[src/rtl/lc3b_types.sv]
// Shared LC-3b types: word/line widths and the cache arbiter state encoding.
package lc3b_types;

  typedef logic [15:0]  lc3b_word;
  typedef logic [127:0] lc3b_line;

  typedef enum logic [1:0] {
    ARB_IDLE    = 2'b00,
    ARB_GRANT_I = 2'b01,
    ARB_GRANT_D = 2'b10
  } arb_state_t;

endpackage

[src/rtl/cache_arbiter.sv]
// Round-robin I/D-cache to memory arbiter: one idle bubble per grant, owner handshake passes through combinationally.
// Backpressure: owner waits on mem_ack/mem_rty; a silent memory is aborted with rty after TIMEOUT_CYCLES grant cycles.
module cache_arbiter
  import lc3b_types::*;
#(
  parameter int TIMEOUT_CYCLES = 255
) (
  input  logic     clk,
  input  logic     rst,
  input  logic     icache_cyc,
  input  logic     icache_stb,
  input  logic     icache_we,
  input  lc3b_word icache_addr,
  input  lc3b_line icache_wdata,
  output logic     icache_ack,
  output logic     icache_rty,
  output lc3b_line icache_rdata,
  input  logic     dcache_cyc,
  input  logic     dcache_stb,
  input  logic     dcache_we,
  input  lc3b_word dcache_addr,
  input  lc3b_line dcache_wdata,
  output logic     dcache_ack,
  output logic     dcache_rty,
  output lc3b_line dcache_rdata,
  output logic     mem_cyc,
  output logic     mem_stb,
  output logic     mem_we,
  output lc3b_word mem_addr,
  output lc3b_line mem_wdata,
  input  logic     mem_ack,
  input  logic     mem_rty,
  input  lc3b_line mem_rdata
);

  localparam int CW = ($clog2(TIMEOUT_CYCLES + 1) > 8) ? $clog2(TIMEOUT_CYCLES + 1) : 8;

  arb_state_t    state, state_nxt;
  logic          last_grant_d;
  logic [CW-1:0] cnt;

  logic     i_req, d_req, granted, owner_req, mem_resp, timeout;
  logic     own_cyc, own_stb, own_we, owner_ack, owner_rty;
  lc3b_word own_addr;
  lc3b_line own_wdata;

  assign i_req        = icache_cyc & icache_stb;
  assign d_req        = dcache_cyc & dcache_stb;
  assign granted      = (state == ARB_GRANT_I) || (state == ARB_GRANT_D);
  assign mem_resp     = mem_ack | mem_rty;
  assign icache_rdata = mem_rdata;
  assign dcache_rdata = mem_rdata;

  always_comb begin
    own_cyc   = 1'b0;
    own_stb   = 1'b0;
    own_we    = 1'b0;
    own_addr  = '0;
    own_wdata = '0;
    case (state)
      ARB_GRANT_I: begin
        own_cyc   = icache_cyc;
        own_stb   = icache_stb;
        own_we    = icache_we;
        own_addr  = icache_addr;
        own_wdata = icache_wdata;
      end
      ARB_GRANT_D: begin
        own_cyc   = dcache_cyc;
        own_stb   = dcache_stb;
        own_we    = dcache_we;
        own_addr  = dcache_addr;
        own_wdata = dcache_wdata;
      end
      default: ;
    endcase
  end

  assign owner_req = granted & own_cyc & own_stb;
  // Abort only when the memory is silent on the last allowed grant cycle.
  assign timeout   = owner_req & ~mem_resp & (cnt == CW'(TIMEOUT_CYCLES - 1));

  always_comb begin
    mem_cyc   = 1'b0;
    mem_stb   = 1'b0;
    mem_we    = 1'b0;
    mem_addr  = '0;
    mem_wdata = '0;
    owner_ack = 1'b0;
    owner_rty = 1'b0;
    if (owner_req) begin
      mem_cyc   = ~timeout;
      mem_stb   = ~timeout;
      mem_we    = own_we;
      mem_addr  = own_addr;
      mem_wdata = own_wdata;
      owner_ack = mem_ack;
      owner_rty = (mem_rty & ~mem_ack) | timeout;
    end
  end

  assign icache_ack = owner_ack & (state == ARB_GRANT_I);
  assign icache_rty = owner_rty & (state == ARB_GRANT_I);
  assign dcache_ack = owner_ack & (state == ARB_GRANT_D);
  assign dcache_rty = owner_rty & (state == ARB_GRANT_D);

  always_comb begin
    state_nxt = state;
    case (state)
      ARB_IDLE: begin
        if (i_req && (!d_req || last_grant_d)) state_nxt = ARB_GRANT_I;
        else if (d_req)                        state_nxt = ARB_GRANT_D;
      end
      ARB_GRANT_I, ARB_GRANT_D: begin
        if (!owner_req || mem_resp || timeout) state_nxt = ARB_IDLE;
      end
      default: state_nxt = ARB_IDLE;
    endcase
  end

  always_ff @(posedge clk or posedge rst) begin
    if (rst) begin
      state        <= ARB_IDLE;
      last_grant_d <= 1'b1;
      cnt          <= '0;
    end else begin
      state <= state_nxt;
      if (state == ARB_IDLE && state_nxt != ARB_IDLE) begin
        last_grant_d <= (state_nxt == ARB_GRANT_D);
        cnt          <= '0;
      end else if (granted && !mem_resp) begin
        cnt <= cnt + CW'(1);
      end
    end
  end

endmodule

[config.mk]
export PLATFORM = sky130hd
export DESIGN_NAME = cache_arbiter
export DESIGN_NICKNAME = d
export VERILOG_FILES = /design/src/rtl/lc3b_types.sv /design/src/rtl/cache_arbiter.sv
export SDC_FILE = /design/constraint.sdc
export NUM_CORES = 1
export LEC_CHECK = 0
export ABC_AREA = 1
export CAP_MARGIN = 20
export CORE_AREA = 2 2 329 331
export CTS_BUF_LIST = sky130_fd_sc_hd__clkbuf_16
export CTS_CLUSTER_DIAMETER = 40
export DETAILED_ROUTE_END_ITERATION = 16
export DIE_AREA = 0 0 331 333
export PLACE_DENSITY = 0.32
export SETUP_SLACK_MARGIN = 0.1
export SLEW_MARGIN = 25
export SYNTH_ARGS = -nofsm -noshare
export SYNTH_HDL_FRONTEND = slang
export SYNTH_SLANG_ARGS = --single-unit
[constraint.sdc]
create_clock -name clk -period 2.15 [get_ports clk]
set_clock_uncertainty 0.05 [all_clocks]
set_input_delay 0.43 -clock clk [delete_from_list [all_inputs] [get_ports clk]]
set_output_delay 0.43 -clock clk [all_outputs]
set_load 0.05 [all_outputs]
==> summary.txt <==
largest net degree at the start of global routing: 53
RSZ-0062 raised after global routing: true
Post-Place Setup Slack: -0.871 ns
worst-margin pin slew: 0.428 ns
final non-filler cell area: 13700 um2
Reg-to-Reg Start: state[0]$_DFF_PP0_
crit path kind: flip-flop to primary output
R2R depth: 17
placed cell area: 12100 um2
die width: 331 um
M3 GR Usage: 0.0499
crit path cell chain: inv_4 > ha_4 > nand2_2 > nand2_2 > nand2_4 > nor2_4 > buf_12 > inv_8 > buf_16 > a21oi_4 > buf_6 > buf_12
WP data required: 1.67 ns
Buf+Inv Stages, Crit Path: 6
CP endpoint: mem_wdata[65]
drt first pass iters: 4
Syn Inst Count: 843
IO buf count: 448
Top Usage Layer GRT: met2
prevailing post-synth register cell: dfrtp_1
Setup-failing EPs final: 156
Final min period: 2.69 ns
slew margin rel.: 0.715
Yosys warning count: 0
slowest stage delay, CP: 0.44 ns
Max Fclk: 372 MHz
WL final: 53300 um
Slew Limit Fails: 0
Overall Global Routing Usage: 0.0905
Pwr Total: 5.74 mW
worst endpoint data arrival time: 2.21 ns
clock tree buffer depth: 2
outcome: finished with violations
Seq cells post-synth: 11
Fin Setup TNS: -68.85 ns
met1 GRT Util: 0.114
failing checks: negative setup slack
cell area after synthesis: 4720 um2
CP delay by family, top: buffers and inverters
HP Class: flip-flop to flip-flop
Worst path depth: 12
CTS sink count: 11
vias per inst: 2.61
number of remaining DRC errors: 0
total CTS buffers: 3
Overflow after GRT: 0
Placer Congestion: 0.782
startpoint type of the worst setup path: flip-flop
R2R Setup Slk: -0.08 ns
standard-cell rows: 120
Worst-path clk slew: 0.04 ns
Syn Nets: 1275
Max-Cap Viols: 0
Worst VDD drop: 0.421 mV
total number of vias: 6637
Synth area leaders: buf_4 41%, nand2_1 25%, a21oi_1 16%
post-route ant nets: 0
mean routed wirelength per cell: 21.0 um
Yosys cell types: 26
number of DRC markers in iteration 0: 239
Net count, final: 1567
critical path capture point type: primary output
Layout area overhead: 190%
area of the die: 110000 um2
Chip Height: 333 um
Worst Path Max Fanout: 6
Clock Latency Late Sink: 0.24 ns
layout cell share with drive strength beyond 1: 0.432
Post-synth ARST share: 1.00
share of the synthesized area in the top cell type: 0.410
period utilisation layout: 1.25
sequential area share after synthesis: 0.0586
Post-DP HPWL: 45800 um
Starting Density: 0.0443
clock root cell: clkbuf_16
initial antenna violation count: 5
Layout Utilization: 0.128
LEAKAGE: 4.17 nW
Synth Area per Inst: 5.60 um2
number of synthesized flops with an enable pin: 0
cell taking the most area after synthesis: buf_4
Worst Setup Slack, final: -0.539 ns
final hold violation count: 0
Pwr per Cell Area: 420 nW/um2
CTS Hold Bufs: 0
CTS tree: done
synth cell count leaders: 320 x nand2_1, 258 x buf_4, 152 x a21oi_1
Crit. Startpoint: state[0]$_DFF_PP0_
first-pass GRT wire length: 67700 um
htree depth: 1
Worst path slowest cell: dfrtp_2
FF-to-FF End: last_grant_d$_DFFE_PP1P_
M2 GR Usage: 0.138
I/O pins: 833
core area: 107000 um2
count leader, synth: nand2_1
vias in the first global route: 7381
## state kept, by name (all words and copies together) (netlist names)
signal / count
cnt: 8
state: 2
last_grant_d: 1
## how the worst min path moves through the flow
stage	from	to	slack [ns]	depth (start not counted)
3_5_place_dp	last_grant_d$_DFFE_PP1P_	last_grant_d$_DFFE_PP1P_	0.42	2
3_3_place_gp	last_grant_d$_DFFE_PP1P_	last_grant_d$_DFFE_PP1P_	0.43	2
5_1_grt	last_grant_d$_DFFE_PP1P_	last_grant_d$_DFFE_PP1P_	0.46	2
6_report	last_grant_d$_DFFE_PP1P_	last_grant_d$_DFFE_PP1P_	0.42	2
2_1_floorplan	rst	cnt[0]$_DFFE_PP0P_	0.23	1
4_1_cts	last_grant_d$_DFFE_PP1P_	last_grant_d$_DFFE_PP1P_	0.43	2
## logic make-up after synthesis
kind of cell	synth area share
fa+ha+maj	0.0159
xor+xnor	0.0130
flops	0.0586
buf+inv	0.467
simple gates	0.279
compound gates	0.167
## routing by layer
layer / routed length (um) / part of all wire
met5: 202 / 0.0038
met4: 494 / 0.0093
met3: 7140 / 0.13
met2: 22300 / 0.42
met1: 23200 / 0.43
## layout by cell type, fill, tap and decap left out, drive strengths merged, types with 2 or more instances in the layout
master	instances
dfrtp	10
xnor2	2
nor3	3
buf	293
nand3	4
inv	19
clkbuf	4
nand2	323
nor2	7
xor2	5
diode	4
a21oi	152
nand4	2
ha	6
clkdlybuf4s50	296
## metrics by stage
stage | std cells | hold slack, ns
6_report | 2541 | 0.423
3_3_place_gp | 2508 | 0.434
3_5_place_dp | 2508 | 0.422
4_1_cts | 2529 | 0.430
2_1_floorplan | 843 | 0.232
5_1_grt | 2538 | 0.463
## final cells by class
type	instances	area (um2)
multi-input cells	510	3780
well taps	1403	1760
clock buffers	3	75.1
diodes	4	10.0
fillers	12165	92900
clock inverters	1	3.75
inverters	17	82.6
repair buffers	591	7680
repair inverters	1	11.3
flip-flops and latches	11	278
## worst reg2reg max path: cells and delay by family, from the launching register on
kind	cells	cell delay, ns
flops	1	0.44
buf+inv	5	0.55
fa+ha+maj	1	0.17
simple gates	11	0.96
## report_power, final
part           total, mW  switching, mW  internal, mW
Combinational       5.11           3.19          1.92
Sequential         0.300         0.0442         0.256
Clock              0.336         0.0918         0.244
Total               5.74           3.33          2.42
## timing repair
item,4_1_cts,5_1_grt
gates resized for setup,198,39
endpoints found under the hold margin,0,0
pin swaps,6,7
setup buffers,9,6
endpoints found under the setup margin,160,162
gates cloned,8,2
No activity file was read; power rests on OpenSTA's default activity.
==> RTL change: new RTL, same settings <==
Set the parameter `TIMEOUT_CYCLES` to 510 (it was 255).
--- a/src/rtl/cache_arbiter.sv
+++ b/src/rtl/cache_arbiter.sv
@@ -3,7 +3,7 @@
 module cache_arbiter
   import lc3b_types::*;
 #(
-  parameter int TIMEOUT_CYCLES = 255
+  parameter int TIMEOUT_CYCLES = 510
 ) (
   input  logic     clk,
   input  logic     rst,
Check against the original RTL: no difference found for any inputs over 4 cycles, from zero or initial values and one cycle with rst high; that may be too few to reach the edited logic, so the function may still have changed.
==> RTL change against the original RTL <==
  * The flow still finishes with violations (negative setup slack)
  * Via count up 0.39%
  * Cell count up 0.20%
  * Critical path depth down 1
  * Clock power about the same
  * Cell area down 0.99%
  * Non-clock buffer count up 5
  * Area after synthesis up 0.82%
  * Worst setup slack worse by 0.058 ns
  * Routed wire length down 9.5%
  * Power down 0.96%
  * Combinational power down 1%
  * Sequential cell count up 1
  * Count of clock-buffer cells in the layout unchanged
  * Critical path type unchanged
  * Largest cell class unchanged
==> RTL change: results (changes against the original RTL) <==
stage;metric;value;unit;change
power;Psw;3.23;mW;was 3.33 mW
outcome;violated checks;negative setup slack;;unchanged
timing;final worst-path setup slack;-0.597;ns;was -0.539 ns
critical_path;data arrival time of the worst path;2.27;ns;was 2.21 ns
detailed_routing;via total after detailed routing;6663;;was 6637
synth;post-synthesis share of cell area spent on xor and xnor gates;1.47;%;was 1.30%
power;Leakage;4.21;nW;was 4.17 nW
global_route;met2 usage in global routing;12.4;%;was 13.8%
global_route;maximum number of pins on one net before global-route repair;54;;was 53
detailed_routing;initial DRC count;149;;was 239
layout;number of inserted diodes;0;;was 4
outcome;run status;finished with violations;;unchanged
synth;most numerous cell types in the synthesized netlist;nand2_1, buf_4, a21oi_1;;unchanged
timing;Setup TNS Final;-69.50;ns;was -68.85 ns
worst_hold_path;worst hold-check path type;register to register;;unchanged
timing;final setup violating endpoints;151;;was 156
global_route;wire length of the first global-routing pass;61.1;mm;was 67.7 mm
critical_path;Crit Path Max Fanout;12;;was 6
place;DPL Wire Length;41.3;mm;was 45.8 mm
place;Placed Cells;2514;;was 2508
global_route;All-Layer GR Usage;7.99;%;was 9.05%
detailed_routing;detailed-route vias per instance;2.62;;was 2.61
synth;post-synthesis cell type count;23;;was 26
synth;synthesized netlist net count;1280;;was 1275
synth;Compound-Gate Fraction of Synth Area;16.7;%;about the same
global_route;met1 Track Usage GR;9.74;%;was 11.4%
synth;Synth area leaders;buf_4, nand2_1, a21oi_1;;unchanged
critical_path;delay of the slowest cell on the worst path;0.40;ns;was 0.44 ns
layout;registers with the most flip-flops;cnt (9), state (2), last_grant_d (1);;was cnt (8), state (2), last_grant_d (1)
layout;share of cells above drive strength 1;42.3;%;was 43.2%
synth;Synth Area in Adders;1.58;%;was 1.59%
synth;Seq/Total Area, Yosys;6.33;%;was 5.86%
timing;pin slew with the least headroom to its limit;0.507;ns;was 0.428 ns
synth;cell count after synthesis;848;;was 843
global_route;number of antenna violations at the first check in global routing;4;;was 5
layout;number of nets in the final layout;1576;;was 1567
global_route;vias in the first global route;7311;;was 7381
detailed_routing;Detailed Route WL;48.3;mm;was 53.3 mm
layout;Layout fillers;12247;;was 12165
[RTL change: worst paths after layout]
kind | startpoint | to | slack, ns | cells after the start
min in group asynchronous | rst | cnt[5] | 0.49 | 2
hold / removal | last_grant_d | last_grant_d | 0.41 | 2
setup reg to reg | state[0] | last_grant_d | 0.05 | 15
hold reg to reg | last_grant_d | last_grant_d | 0.41 | 2
max in group asynchronous | rst | last_grant_d | 1.20 | 2
setup / recovery | state[0] | mem_wdata[29] | -0.60 | 11
[RTL change: timing repair]
item	CTS	global route
hold endpoints to repair	0	0
setup endpoints to repair	161	162
setup buffers	12	7
resized for setup	165	99
cloned	3	8
pin swaps	9	7
[RTL change: area by class of cell]
cell class,instances,area share [%]
Sequential cell,12,2.23
Clock inverter,1,0.0277
Inverter,17,0.582
Multi-Input combinational cell,514,27.4
Clock buffer,3,0.554
Timing Repair Buffer,596,56.2
Tap cell,1403,13.0
[RTL change: cells by family after synthesis]
family,count (synthesis)
fa+ha+maj,6
flops,12
simple gates,342
xor+xnor,8
compound gates,157
buf+inv,323
[RTL change: power groups by stage]
stage	Sequential, mW	Combinational [mW]	Clock, mW
after detailed placement	0.311	4.28	0
final	0.310	5.04	0.336
after CTS	0.311	4.85	0.344
after global placement	0.310	4.32	0
after global routing	0.318	5.47	0.353
after floorplan	0.307	3.09	0
[RTL change: tightest hold or removal path, cell delays in order (launching register included)]
cell and delay (ns):
dfstp_2 0.37, nand2_1 0.05, nand2_1 0.04
[RTL change: routing by layer]
metal | vias up | routed length [µm] | share of wire [%]
li1 | 2997 | - | -
met3 | 104 | 5620 | 12
met5 | - | 150 | 0.31
met1 | 3013 | 20200 | 42
met2 | 543 | 20600 | 43
met4 | 6 | 1690 | 3.5
[RTL change: metrics by stage]
| stage | area [µm²] | setup slack, ns | total power, mW |
|---|---|---|---|
| 3_5_place_dp | 11800 | -0.919 | 4.59 |
| 2_1_floorplan | 5240 | -0.392 | 3.40 |
| 4_1_cts | 12900 | -0.566 | 5.50 |
| 3_3_place_gp | 11800 | -0.967 | 4.63 |
| 6_report | 13500 | -0.597 | 5.69 |
| 5_1_grt | 13500 | -0.660 | 6.14 |
